### config.mk
export PLATFORM = sky130hd
export DESIGN_NAME = rx_hs_deserializer
export DESIGN_NICKNAME = d
export VERILOG_FILES = /design/src/rtl/dphy_rx_pkg.sv /design/src/rtl/rx_hs_sync_detect.sv /design/src/rtl/rx_hs_deserializer.sv
export SDC_FILE = /design/constraint.sdc
export NUM_CORES = 1
export LEC_CHECK = 0
export ABC_AREA = 0
export CORE_AREA = 8 8 65 56
export CTS_CLUSTER_SIZE = 40
export DETAILED_ROUTE_END_ITERATION = 10
export DIE_AREA = 0 0 73 64
export PLACE_DENSITY_LB_ADDON = 0.05
export SKIP_CTS_REPAIR_TIMING = 1
export SYNTH_ARGS = -nofsm -noshare
export SYNTH_HDL_FRONTEND = slang
export SYNTH_SLANG_ARGS = --single-unit
### constraint.sdc
create_clock -name RxDDRClkHS -period 2.9 [get_ports RxDDRClkHS]
set_input_delay 0.58 -clock RxDDRClkHS [delete_from_list [all_inputs] [get_ports RxDDRClkHS]]
set_output_delay 0.58 -clock RxDDRClkHS [all_outputs]
set_load 0.005 [all_outputs]
### src/rtl/dphy_rx_pkg.sv
// rtl/dphy_rx_pkg.sv - shared types and constants for the D-PHY HS receive path
// Contents:
//   SYNC_WORD      HS leader byte, serial order LSB first
//   rx_byte_t      payload byte type
//   rx_hs_state_e  deserializer FSM states
//   pick_byte      selects the aligned byte out of the shifted history
package dphy_rx_pkg;

    localparam logic [7:0] SYNC_WORD = 8'hB8;

    typedef logic [7:0] rx_byte_t;

    typedef enum logic [1:0] {
        IDLE = 2'd0,
        HUNT = 2'd1,
        DATA = 2'd2,
        ERR  = 2'd3
    } rx_hs_state_e;

    // off==2 is the even alignment (byte in sr[9:2]), anything else is odd (sr[8:1]).
    function automatic rx_byte_t pick_byte(input logic [9:1] sr, input logic [1:0] off);
        return (off == 2'd2) ? sr[9:2] : sr[8:1];
    endfunction

endpackage

### src/rtl/rx_hs_sync_detect.sv
// rtl/rx_hs_sync_detect.sv - combinational dual-alignment HS sync byte compare
// Ports:
//   sr_n  in   9  next history value (bit 9 newest); bit 0 of the history never matters
//   hit   out  1  sync byte found at either alignment
//   off   out  2  2 = even alignment, 1 = odd alignment, 0 = no hit
module rx_hs_sync_detect
    import dphy_rx_pkg::*;
(
    input  logic [9:1] sr_n,
    output logic       hit,
    output logic [1:0] off
);

    // Even alignment wins when both windows match.
    always_comb begin
        hit = 1'b0;
        off = 2'd0;
        if (sr_n[9:2] == SYNC_WORD) begin
            hit = 1'b1;
            off = 2'd2;
        end else if (sr_n[8:1] == SYNC_WORD) begin
            hit = 1'b1;
            off = 2'd1;
        end
    end

endmodule

### src/rtl/rx_hs_deserializer.sv
// rtl/rx_hs_deserializer.sv - D-PHY HS receive deserializer with sync hunt
// Ports:
//   RxDDRClkHS    in   1  DDR bit clock, all logic on its rising edge
//   RxRst         in   1  synchronous active-high reset
//   rx_hs_en      in   1  HS receive window (level, SoT..EoT)
//   serial_B1     in   1  earlier bit of the current pair
//   serial_B2     in   1  later bit of the current pair
//   RxByteHS      out  8  payload byte, LSB = first received bit
//   RxValidHS     out  1  one-cycle strobe per completed byte
//   RxActiveHS    out  1  high while in DATA
//   RxSyncHS      out  1  one-cycle pulse on sync detection
//   ErrSotSyncHS  out  1  one-cycle pulse on hunt timeout
module rx_hs_deserializer
    import dphy_rx_pkg::*;
#(
    parameter int SYNC_TIMEOUT = 64,
    parameter int TMO_W        = 7
)
(
    input  logic       RxDDRClkHS,
    input  logic       RxRst,
    input  logic       rx_hs_en,
    input  logic       serial_B1,
    input  logic       serial_B2,
    output logic [7:0] RxByteHS,
    output logic       RxValidHS,
    output logic       RxActiveHS,
    output logic       RxSyncHS,
    output logic       ErrSotSyncHS
);

    localparam logic [TMO_W-1:0] TMO_LAST = TMO_W'(SYNC_TIMEOUT - 1);

    rx_hs_state_e     state_q, state_d;
    // Only bits 9:3 of the 10-bit history are ever read again after a shift;
    // bits 2:0 fall out of every compare window, so they are not stored.
    logic [9:3]       sr_q, sr_d;
    logic [9:1]       sr_n;
    logic [TMO_W-1:0] tmo_q, tmo_d;
    logic [1:0]       phase_q, phase_d;
    logic [1:0]       off_q, off_d;
    rx_byte_t         byte_q, byte_d;
    logic             valid_q, valid_d;
    logic             sync_q, sync_d;
    logic             err_q, err_d;

    logic             hit;
    logic [1:0]       hit_off;

    assign sr_n = {serial_B2, serial_B1, sr_q};

    rx_hs_sync_detect u_sync_detect (
        .sr_n (sr_n),
        .hit  (hit),
        .off  (hit_off)
    );

    always_comb begin
        state_d = state_q;
        sr_d    = sr_q;
        tmo_d   = tmo_q;
        phase_d = phase_q;
        off_d   = off_q;
        byte_d  = byte_q;
        valid_d = 1'b0;
        sync_d  = 1'b0;
        err_d   = 1'b0;

        case (state_q)
            IDLE: begin
                // Pair presented in this cycle is deliberately not shifted.
                sr_d    = '0;
                tmo_d   = '0;
                phase_d = 2'd0;
                if (rx_hs_en) begin
                    state_d = HUNT;
                end
            end

            HUNT: begin
                if (!rx_hs_en) begin
                    state_d = IDLE;
                    sr_d    = '0;
                    tmo_d   = '0;
                end else begin
                    sr_d  = sr_n[9:3];
                    tmo_d = tmo_q + 1'b1;
                    if (hit) begin
                        off_d   = hit_off;
                        phase_d = 2'd0;
                        state_d = DATA;
                        sync_d  = 1'b1;
                    end else if (tmo_q == TMO_LAST) begin
                        state_d = ERR;
                        err_d   = 1'b1;
                    end
                end
            end

            DATA: begin
                // A byte finishing on the same edge EoT is seen still gets delivered.
                if (phase_q == 2'd3) begin
                    byte_d  = pick_byte(sr_n, off_q);
                    valid_d = 1'b1;
                end
                if (!rx_hs_en) begin
                    state_d = IDLE;
                    sr_d    = '0;
                    phase_d = 2'd0;
                end else begin
                    sr_d    = sr_n[9:3];
                    phase_d = phase_q + 2'd1;
                end
            end

            ERR: begin
                if (!rx_hs_en) begin
                    state_d = IDLE;
                    sr_d    = '0;
                    tmo_d   = '0;
                end
            end

            default: begin
                state_d = IDLE;
            end
        endcase
    end

    always_ff @(posedge RxDDRClkHS) begin
        if (RxRst) begin
            state_q <= IDLE;
            sr_q    <= '0;
            tmo_q   <= '0;
            phase_q <= 2'd0;
            off_q   <= 2'd0;
            byte_q  <= 8'h00;
            valid_q <= 1'b0;
            sync_q  <= 1'b0;
            err_q   <= 1'b0;
        end else begin
            state_q <= state_d;
            sr_q    <= sr_d;
            tmo_q   <= tmo_d;
            phase_q <= phase_d;
            off_q   <= off_d;
            byte_q  <= byte_d;
            valid_q <= valid_d;
            sync_q  <= sync_d;
            err_q   <= err_d;
        end
    end

    assign RxByteHS     = byte_q;
    assign RxValidHS    = valid_q;
    assign RxActiveHS   = (state_q == DATA);
    assign RxSyncHS     = sync_q;
    assign ErrSotSyncHS = err_q;

endmodule

==> results of run 1 <==
-- tightest hold or removal path: cells and delay by family (launching register included) --
family	cells	cell delay, ns
AOI/OAI and AO/OA	1	0.05
DFF	1	0.32
and+or+nand+nor	1	0.06
-- per-layer routing --
| metal | global-route usage (%) | vias up | part of all wire (%) |
|---|---|---|---|
| li1 | - | 600 | - |
| met2 | 21.2 | 32 | 46 |
| met3 | 4.36 | 4 | 5.5 |
| met5 | 0 | - | 0 |
| met4 | 5.99 | 0 | 1.2 |
| met1 | 16.9 | 563 | 47 |
-- path summary, 6_finish.rpt --
kind              startpoint          end  slack, ns  cells after the start
hold reg to reg   phase_q[1]   phase_q[1]       0.47                      2
setup reg to reg  state_q[0]  RxByteHS[6]       1.17                      5
setup / recovery  state_q[0]   RxActiveHS       0.63                      3
hold / removal    phase_q[1]   phase_q[1]       0.47                      2
-- flip-flops by register name, summed over array words and instances, names as in the netlist --
name / flops
off_q: 2
RxSyncHS: 1
RxByteHS: 8
phase_q: 2
state_q: 2
ErrSotSyncHS: 1
tmo_q: 7
sr_q: 7
RxValidHS: 1
-- area by class of cell --
cell class	count	area [um2]
Multi-Input combinational cell	116	786
Sequential cell	31	621
Inverter	3	11.3
Timing Repair Buffer	17	168
Fill cell	232	911
Tap cell	38	47.5
Clock inverter	1	7.51
Clock buffer	7	65.1
-- power breakdown --
group	total (W)	switching [W]	internal (W)
clock network	0.000287	0.000146	0.000142
logic	0.0000507	0.0000306	0.0000201
registers	0.000432	0.00000357	0.000429
total	0.000770	0.000180	0.000590
-- cell families (layout without fill, tap and decap cells) --
family | Yosys count | count (layout) | synth area share [%]
compound gates | 30 | 30 | 14.9
xor+xnor | 6 | 6 | 3.61
fa+ha+maj | 7 | 7 | 6.02
buf+inv | 11 | 28 | 3.27
flops | 31 | 31 | 42.7
mux | 9 | 9 | 6.20
simple gates | 64 | 64 | 23.3
-- cell usage in the layout, fill, tap and decap left out, types with 6 or more instances in the layout --
cell type / synthesis / final
and3_1: 8 / 8
dfxtp_1: 31 / 31
nand3_1: 6 / 6
mux2i_1: 9 / 9
ha_1: 7 / 7
a21oi_1: 11 / 11
a211oi_1: 9 / 9
clkdlybuf4s50_1: 0 / 16
nor2_1: 26 / 26
-- stage by stage --
| stage | setup slack (ns) | util, % |
|---|---|---|
| 2_1_floorplan | 1.36 | - |
| 3_3_place_gp | 0.748 | 62.4 |
| 3_5_place_dp | 0.681 | 62.4 |
| 4_1_cts | 0.619 | 65.2 |
| 5_1_grt | 0.543 | 65.2 |
| 6_report | 0.631 | 65.2 |
==> flow_summary.toml, run 1 <==
[timing]
relSlewSlack_pct = 44.8
finalSetupViolCount = 0
whs_ns = 0.473
slew_viol_final = 0
fin_crit_sh_pct = 78.2
skew_ns = 0.00839
max_freq_ghz = 0.441
worstMarginPinSlew_ns = 0.827
period_needed_ns = 2.27
hold_viol = 0
rsz0062_at_grt = "no"
setup_tns_ns = 0

[synth]
syn-num-nets = 170
synth_cell_types = 33
synth_area_leader_cell = "dfxtp_1"
synth-edff-count = 0
synth_seq_area_share_pct = 42.7
synth-seq-cells = 31
synth_area_um2 = 1450
yosys-top-cells-area = "dfxtp_1, nor2_1, mux2i_1"
synthCells = 158
synth_top_area_share_pct = 42.7
async_flop_share_pct = 0
ys.flop_type = "dfxtp_1"
yosysMostFrequentCell = "dfxtp_1"
syn_avg_cell_area_um2 = 9.20
synth_common_cells = "dfxtp_1, nor2_1, a21oi_1, a211oi_1, mux2i_1"
synth_warnings = 0

[cells_and_area]
n_antenna_cell = 0
area_delta_synth_final_pct = 17.3
post-route-cell-area_um2 = 1710
nets = 186
drive_gt1_share_pct = 9.14
final_cells = 213

[power_and_ir_drop]
power.total_w = 0.000770
ir_worst_vdd_v = 0.000312
p_leak_nw = 0.598
p_per_area_nw_per_um2 = 452

[grt]
antenna_found_initial = 0
grt_max_degree = 18
grt.total_usage_pct = 13.7
grt_pass1_wl_mm = 5.11
grt-ovfl-total = 0
grt_pass1_vias = 1119

[drt]
drt_iter0_drc = 69
vias = 1199
drc = 0
wl_mm = 2.98
post_drt_wl_per_cell_um = 14.0
drt_first_pass_iters = 4
routed_via_density = 5.63
final_antenna_net_count = 0

[clocking]
path_clk_slew_ns = 0.10
clockBufferDepth = 2
h-tree-depth = 2
cts.sinks = 31
clock_latency_ns = 0.32
cts_tree = "built"
clockRootBuffer = "clkbuf_4"
cts_made_buffers = 5

[floorplan]
die_h_um = 64
start_util_pct = 55.6
num_rows = 17
dieArea_um2 = 4670
core_um2 = 2620
die_w_um = 73
io-pin-count = 17

[setup_path]
arrival_ns = 1.69
worstPathRequired_ns = 2.32
crit_family = "buffers and inverters"
max_stage_delay_ns = 0.56
cp-end-kind = "output port"
start_kind = "flip-flop"
cp_slowest_cell = "clkdlybuf4s50_1"
critical_path_class = "flip-flop to output port"
path_max_fanout = 6
crit_buf_inv = 2
crit_chain = "inv_1 -> ha_1 -> clkdlybuf4s50_1"

[placed_design]
gp_congestion = 0.809
dp_hpwl_mm = 2.19
dp_cells = 205
portBuffers = 16
dpl_cell_area_um2 = 1630

[min_path]
hold_path_class = "flip-flop to flip-flop"

[job]
cap_violations = 0

[run_status]
status = "finished, final reports clean"
No activity file was read; power rests on OpenSTA's default activity.
==> run 2, diff against run 1 <==
--- a/config.mk
+++ b/config.mk
@@ -6,10 +6,10 @@
 export NUM_CORES = 1
 export LEC_CHECK = 0
 export ABC_AREA = 0
-export CORE_AREA = 8 8 65 56
+export CORE_AREA = 8 8 68 58
 export CTS_CLUSTER_SIZE = 40
 export DETAILED_ROUTE_END_ITERATION = 10
-export DIE_AREA = 0 0 73 64
+export DIE_AREA = 0 0 76 66
 export PLACE_DENSITY_LB_ADDON = 0.05
 export SKIP_CTS_REPAIR_TIMING = 1
 export SYNTH_ARGS = -nofsm -noshare
==> constraint.sdc (replaced) <==
create_clock -name RxDDRClkHS -period 2.16 [get_ports RxDDRClkHS]
set_input_delay 0.432 -clock RxDDRClkHS [delete_from_list [all_inputs] [get_ports RxDDRClkHS]]
set_output_delay 0.432 -clock RxDDRClkHS [all_outputs]
set_load 0.005 [all_outputs]
==> flow_summary.toml, run 2 (synthesized netlist as in run 1, its figures left out) <==
[setup_path]
arrival_ns = 1.60
cp-end-kind = "output port"
cp_slowest_cell = "clkdlybuf4s50_1"
path_max_fanout = 6
r2r_slack_ns = 0.48
rr_worst_depth = 5
critical_path_class = "flip-flop to output port"
r2r-end = "state_q[0]"
worstPathRequired_ns = 1.73
max_stage_delay_ns = 0.52
crit_path_end = "RxActiveHS"
r2r_start = "state_q[0]"
crit_chain = "inv_1 -> ha_2 -> clkdlybuf4s50_1"
critPathLaunch = "state_q[0]"
start_kind = "flip-flop"

[drt]
wl_mm = 2.86
drc = 0
routed_via_density = 5.28
final_antenna_net_count = 0
vias = 1146
drt_iter0_drc = 64
drt_first_pass_iters = 4
post_drt_wl_per_cell_um = 13.2

[min_path]
hold_path_class = "flip-flop to flip-flop"

[grt]
grt.total_usage_pct = 12.2
grt-ovfl-total = 0
antenna_found_initial = 0
grt_pass1_vias = 1091
grt_pass1_wl_mm = 5.02
grt_max_degree = 18

[cells_and_area]
final_common_cell = "dfxtp_1"
nets = 189
area_delta_synth_final_pct = 18.1
n_antenna_cell = 0
mostFrequentLayoutCells = "dfxtp_1, nor2_1, clkdlybuf4s50_1, a21oi_1"
post-route-cell-area_um2 = 1720
drive_gt1_share_pct = 10.7
largest_reg_flops = 8
final_util_pct = 59.1

[timing]
setup_tns_ns = 0
skew_ns = 0.00537
period_needed_ns = 2.03
slew_viol_final = 0
whs_ns = 0.461
max_freq_ghz = 0.493
rsz0062_at_grt = "no"
relSlewSlack_pct = 63.9
worstMarginPinSlew_ns = 0.541
hold_viol = 0
fin_crit_sh_pct = 94.0
finalSetupViolCount = 0

[clocking]
cts_tree = "built"
cts_made_buffers = 5
cts.sinks = 31
clockRootBuffer = "clkbuf_4"
clockBufferDepth = 2
h-tree-depth = 2
clock_latency_ns = 0.31
path_clk_slew_ns = 0.09

[job]
cap_violations = 0

[floorplan]
die_h_um = 66
die_w_um = 76
num_rows = 18
io-pin-count = 17
dieArea_um2 = 5020
core_um2 = 2910
start_util_pct = 50.0

[power_and_ir_drop]
p_per_area_nw_per_um2 = 573
ir_worst_vdd_v = 0.000292
p_leak_nw = 0.608

[placed_design]
portBuffers = 16
dp_hpwl_mm = 2.15
gp_congestion = 0.807
dpl_cell_area_um2 = 1660

[run_status]
status = "finished, final reports clean"
[run 2: cell count changes in the layout (fill, tap and decap cells not counted)]
cell | previous run | this run
ha_2 | 0 | 1
buf_4 | 1 | 4
clkinvlp_4 | 1 | 0
ha_1 | 7 | 6
clkinv_2 | 0 | 1
clkbuf_8 | 2 | 1
[run 2: metal layers]
| metal | share of wire, % | track usage (%) |
|---|---|---|
| met5 | 0 | 0 |
| met4 | 0.73 | 5.61 |
| met3 | 5.1 | 4.76 |
| met2 | 46 | 19.6 |
| met1 | 48 | 14.2 |
[run 2: how the worst min path moves through the flow]
stage,from,to,slack [ns],depth (start not counted)
2_1_floorplan,off_q[1],off_q[1],0.43,2
3_3_place_gp,off_q[1],off_q[1],0.44,2
3_5_place_dp,off_q[1],off_q[1],0.45,2
4_1_cts,off_q[1],off_q[1],0.46,2
5_1_grt,phase_q[1],phase_q[1],0.49,2
6_report,off_q[1],off_q[1],0.46,2
[run 2: area by class of cell]
class | count | area, um2
Multi-Input combinational cell | 116 | 788
Clock buffer | 6 | 51.3
Fill cell | 246 | 1190
Inverter | 3 | 11.3
Timing Repair Buffer | 20 | 190
Sequential cell | 31 | 621
Tap cell | 40 | 50.0
Clock inverter | 1 | 5.00
[run 2: critical path: cells and delay by family, from the launching register on]
family / cells / cell delay (ns)
flip-flops: 1 / 0.35
adder cells (fa/ha/maj): 1 / 0.27
buffers and inverters: 2 / 0.67
[run 2: through the flow]
| stage | total power [W] | setup slack [ns] | std cells |
|---|---|---|---|
| 4_1_cts | 0.000994 | 0.0713 | 217 |
| 3_5_place_dp | 0.000664 | 0.130 | 210 |
| 2_1_floorplan | 0.000639 | 0.625 | 158 |
| 5_1_grt | 0.00103 | 0.0534 | 217 |
| 3_3_place_gp | 0.000662 | 0.192 | 210 |
| 6_report | 0.000983 | 0.130 | 217 |
[run 2: power by group]
part	switching [W]	internal (W)
combinational	0.0000420	0.0000294
sequential	0.00000517	0.000576
clock	0.000180	0.000151
total	0.000227	0.000756
==> run 3, diff against run 2 <==
--- a/config.mk
+++ b/config.mk
@@ -6,10 +6,10 @@
 export NUM_CORES = 1
 export LEC_CHECK = 0
 export ABC_AREA = 0
-export CORE_AREA = 8 8 68 58
+export CORE_AREA = 3 3 63 53
 export CTS_CLUSTER_SIZE = 40
 export DETAILED_ROUTE_END_ITERATION = 10
-export DIE_AREA = 0 0 76 66
+export DIE_AREA = 0 0 66 56
 export PLACE_DENSITY_LB_ADDON = 0.05
 export SKIP_CTS_REPAIR_TIMING = 1
 export SYNTH_ARGS = -nofsm -noshare
==> flow_summary.toml, run 3 (synthesized netlist as in run 1, its figures left out) <==
[run_status]
status = "finished, final reports clean"

[grt]
grt-ovfl-total = 0
antenna_found_initial = 0
grt_pass1_vias = 1041
grt_max_degree = 18
grt_pass1_wl_mm = 4.73
grt.total_usage_pct = 16.8

[floorplan]
dieArea_um2 = 3700
start_util_pct = 53.0
core_um2 = 2740
io-pin-count = 17
die_h_um = 56
num_rows = 17
die_w_um = 66

[clocking]
cts.sinks = 31
cts_tree = "built"
clock_latency_ns = 0.33
h-tree-depth = 2
clockBufferDepth = 2
clockRootBuffer = "clkbuf_4"
path_clk_slew_ns = 0.10
cts_made_buffers = 5

[drt]
drc = 0
drt_iter0_drc = 76
wl_mm = 2.85
post_drt_wl_per_cell_um = 13.2
routed_via_density = 5.38
final_antenna_net_count = 0
vias = 1161
drt_first_pass_iters = 4

[power_and_ir_drop]
p_per_area_nw_per_um2 = 601
p_leak_nw = 0.611
ir_worst_vdd_v = 0.000421

[cells_and_area]
mostFrequentLayoutCells = "dfxtp_1, nor2_1, clkdlybuf4s50_1, a21oi_1"
post-route-cell-area_um2 = 1730
drive_gt1_share_pct = 11.2
area_delta_synth_final_pct = 19.0
largest_reg_flops = 8
final_common_cell = "dfxtp_1"
n_antenna_cell = 0
nets = 189

[setup_path]
crit_family = "buffers and inverters"
path_max_fanout = 6
arrival_ns = 1.62
start_kind = "flip-flop"
worstPathRequired_ns = 1.73
max_stage_delay_ns = 0.52
cp_slowest_cell = "clkdlybuf4s50_1"
crit_buf_inv = 2
cp-end-kind = "output port"
crit_chain = "inv_1 -> ha_2 -> clkdlybuf4s50_1"
critical_path_class = "flip-flop to output port"

[timing]
setup_tns_ns = 0
hold_viol = 0
rsz0062_at_grt = "no"
relSlewSlack_pct = 66.7
skew_ns = 0.00707
setup_ws_ns = 0.112
whs_ns = 0.460
max_freq_ghz = 0.488
finalSetupViolCount = 0
slew_viol_final = 0
fin_crit_sh_pct = 94.8
worstMarginPinSlew_ns = 0.500
period_needed_ns = 2.05

[placed_design]
gp_congestion = 0.819
place_ws_ns = 0.142
dpl_cell_area_um2 = 1660
portBuffers = 16
dp_hpwl_mm = 2.07

[min_path]
hold_path_class = "flip-flop to flip-flop"

[job]
cap_violations = 0
[run 3: changes by cell type in the layout (fill, tap and decap cells not counted)]
cell / before / now
clkbuf_8: 1 / 2
clkinvlp_4: 0 / 1
clkinv_2: 1 / 0
[run 3: power by group]
part / total (W) / internal [W] / switching [W]
sequential: 0.000580 / 0.000576 / 0.00000447
combinational: 0.0000720 / 0.0000293 / 0.0000427
clock: 0.000389 / 0.000190 / 0.000198
[run 3: metrics by stage]
stage	power, W	utilization, %	cells
2_1_floorplan	0.000639	-	158
3_3_place_gp	0.000661	60.3	208
3_5_place_dp	0.000664	60.3	208
4_1_cts	0.00105	63.0	216
5_1_grt	0.00109	63.1	216
6_report	0.00104	63.1	216
[run 3: tightest hold or removal path: stages, from the launching register on]
cell and delay, ns:
dfxtp_1 0.32, nand2_1 0.05, a21oi_1 0.06
[run 3: layer usage]
layer  track usage [%]  wire length, um  vias to the layer above
met5                 0                0                        -
met4              7.25               48                        0
met3              5.25              139                        5
met2              23.6             1200                       25
met1              23.3             1460                      532
li1                  -                -                      599
[run 3: worst paths after layout]
| kind | depth (start not counted) | endpoint | from | slack (ns) |
|---|---|---|---|---|
| min reg2reg | 2 | off_q[1] | off_q[1] | 0.46 |
| max reg2reg | 5 | state_q[1] | state_q[1] | 0.46 |
| min | 2 | off_q[1] | off_q[1] | 0.46 |
| max | 3 | RxActiveHS | state_q[0] | 0.11 |
[run 3: final cells by class]
| class | count | area (um2) |
|---|---|---|
| sequential | 31 | 621 |
| tap | 38 | 47.5 |
| clock inverter | 1 | 7.51 |
| multi-input combinational | 116 | 788 |
| fill | 246 | 1010 |
| inverter | 3 | 11.3 |
| clock buffer | 7 | 65.1 |
| timing repair buffer | 20 | 190 |
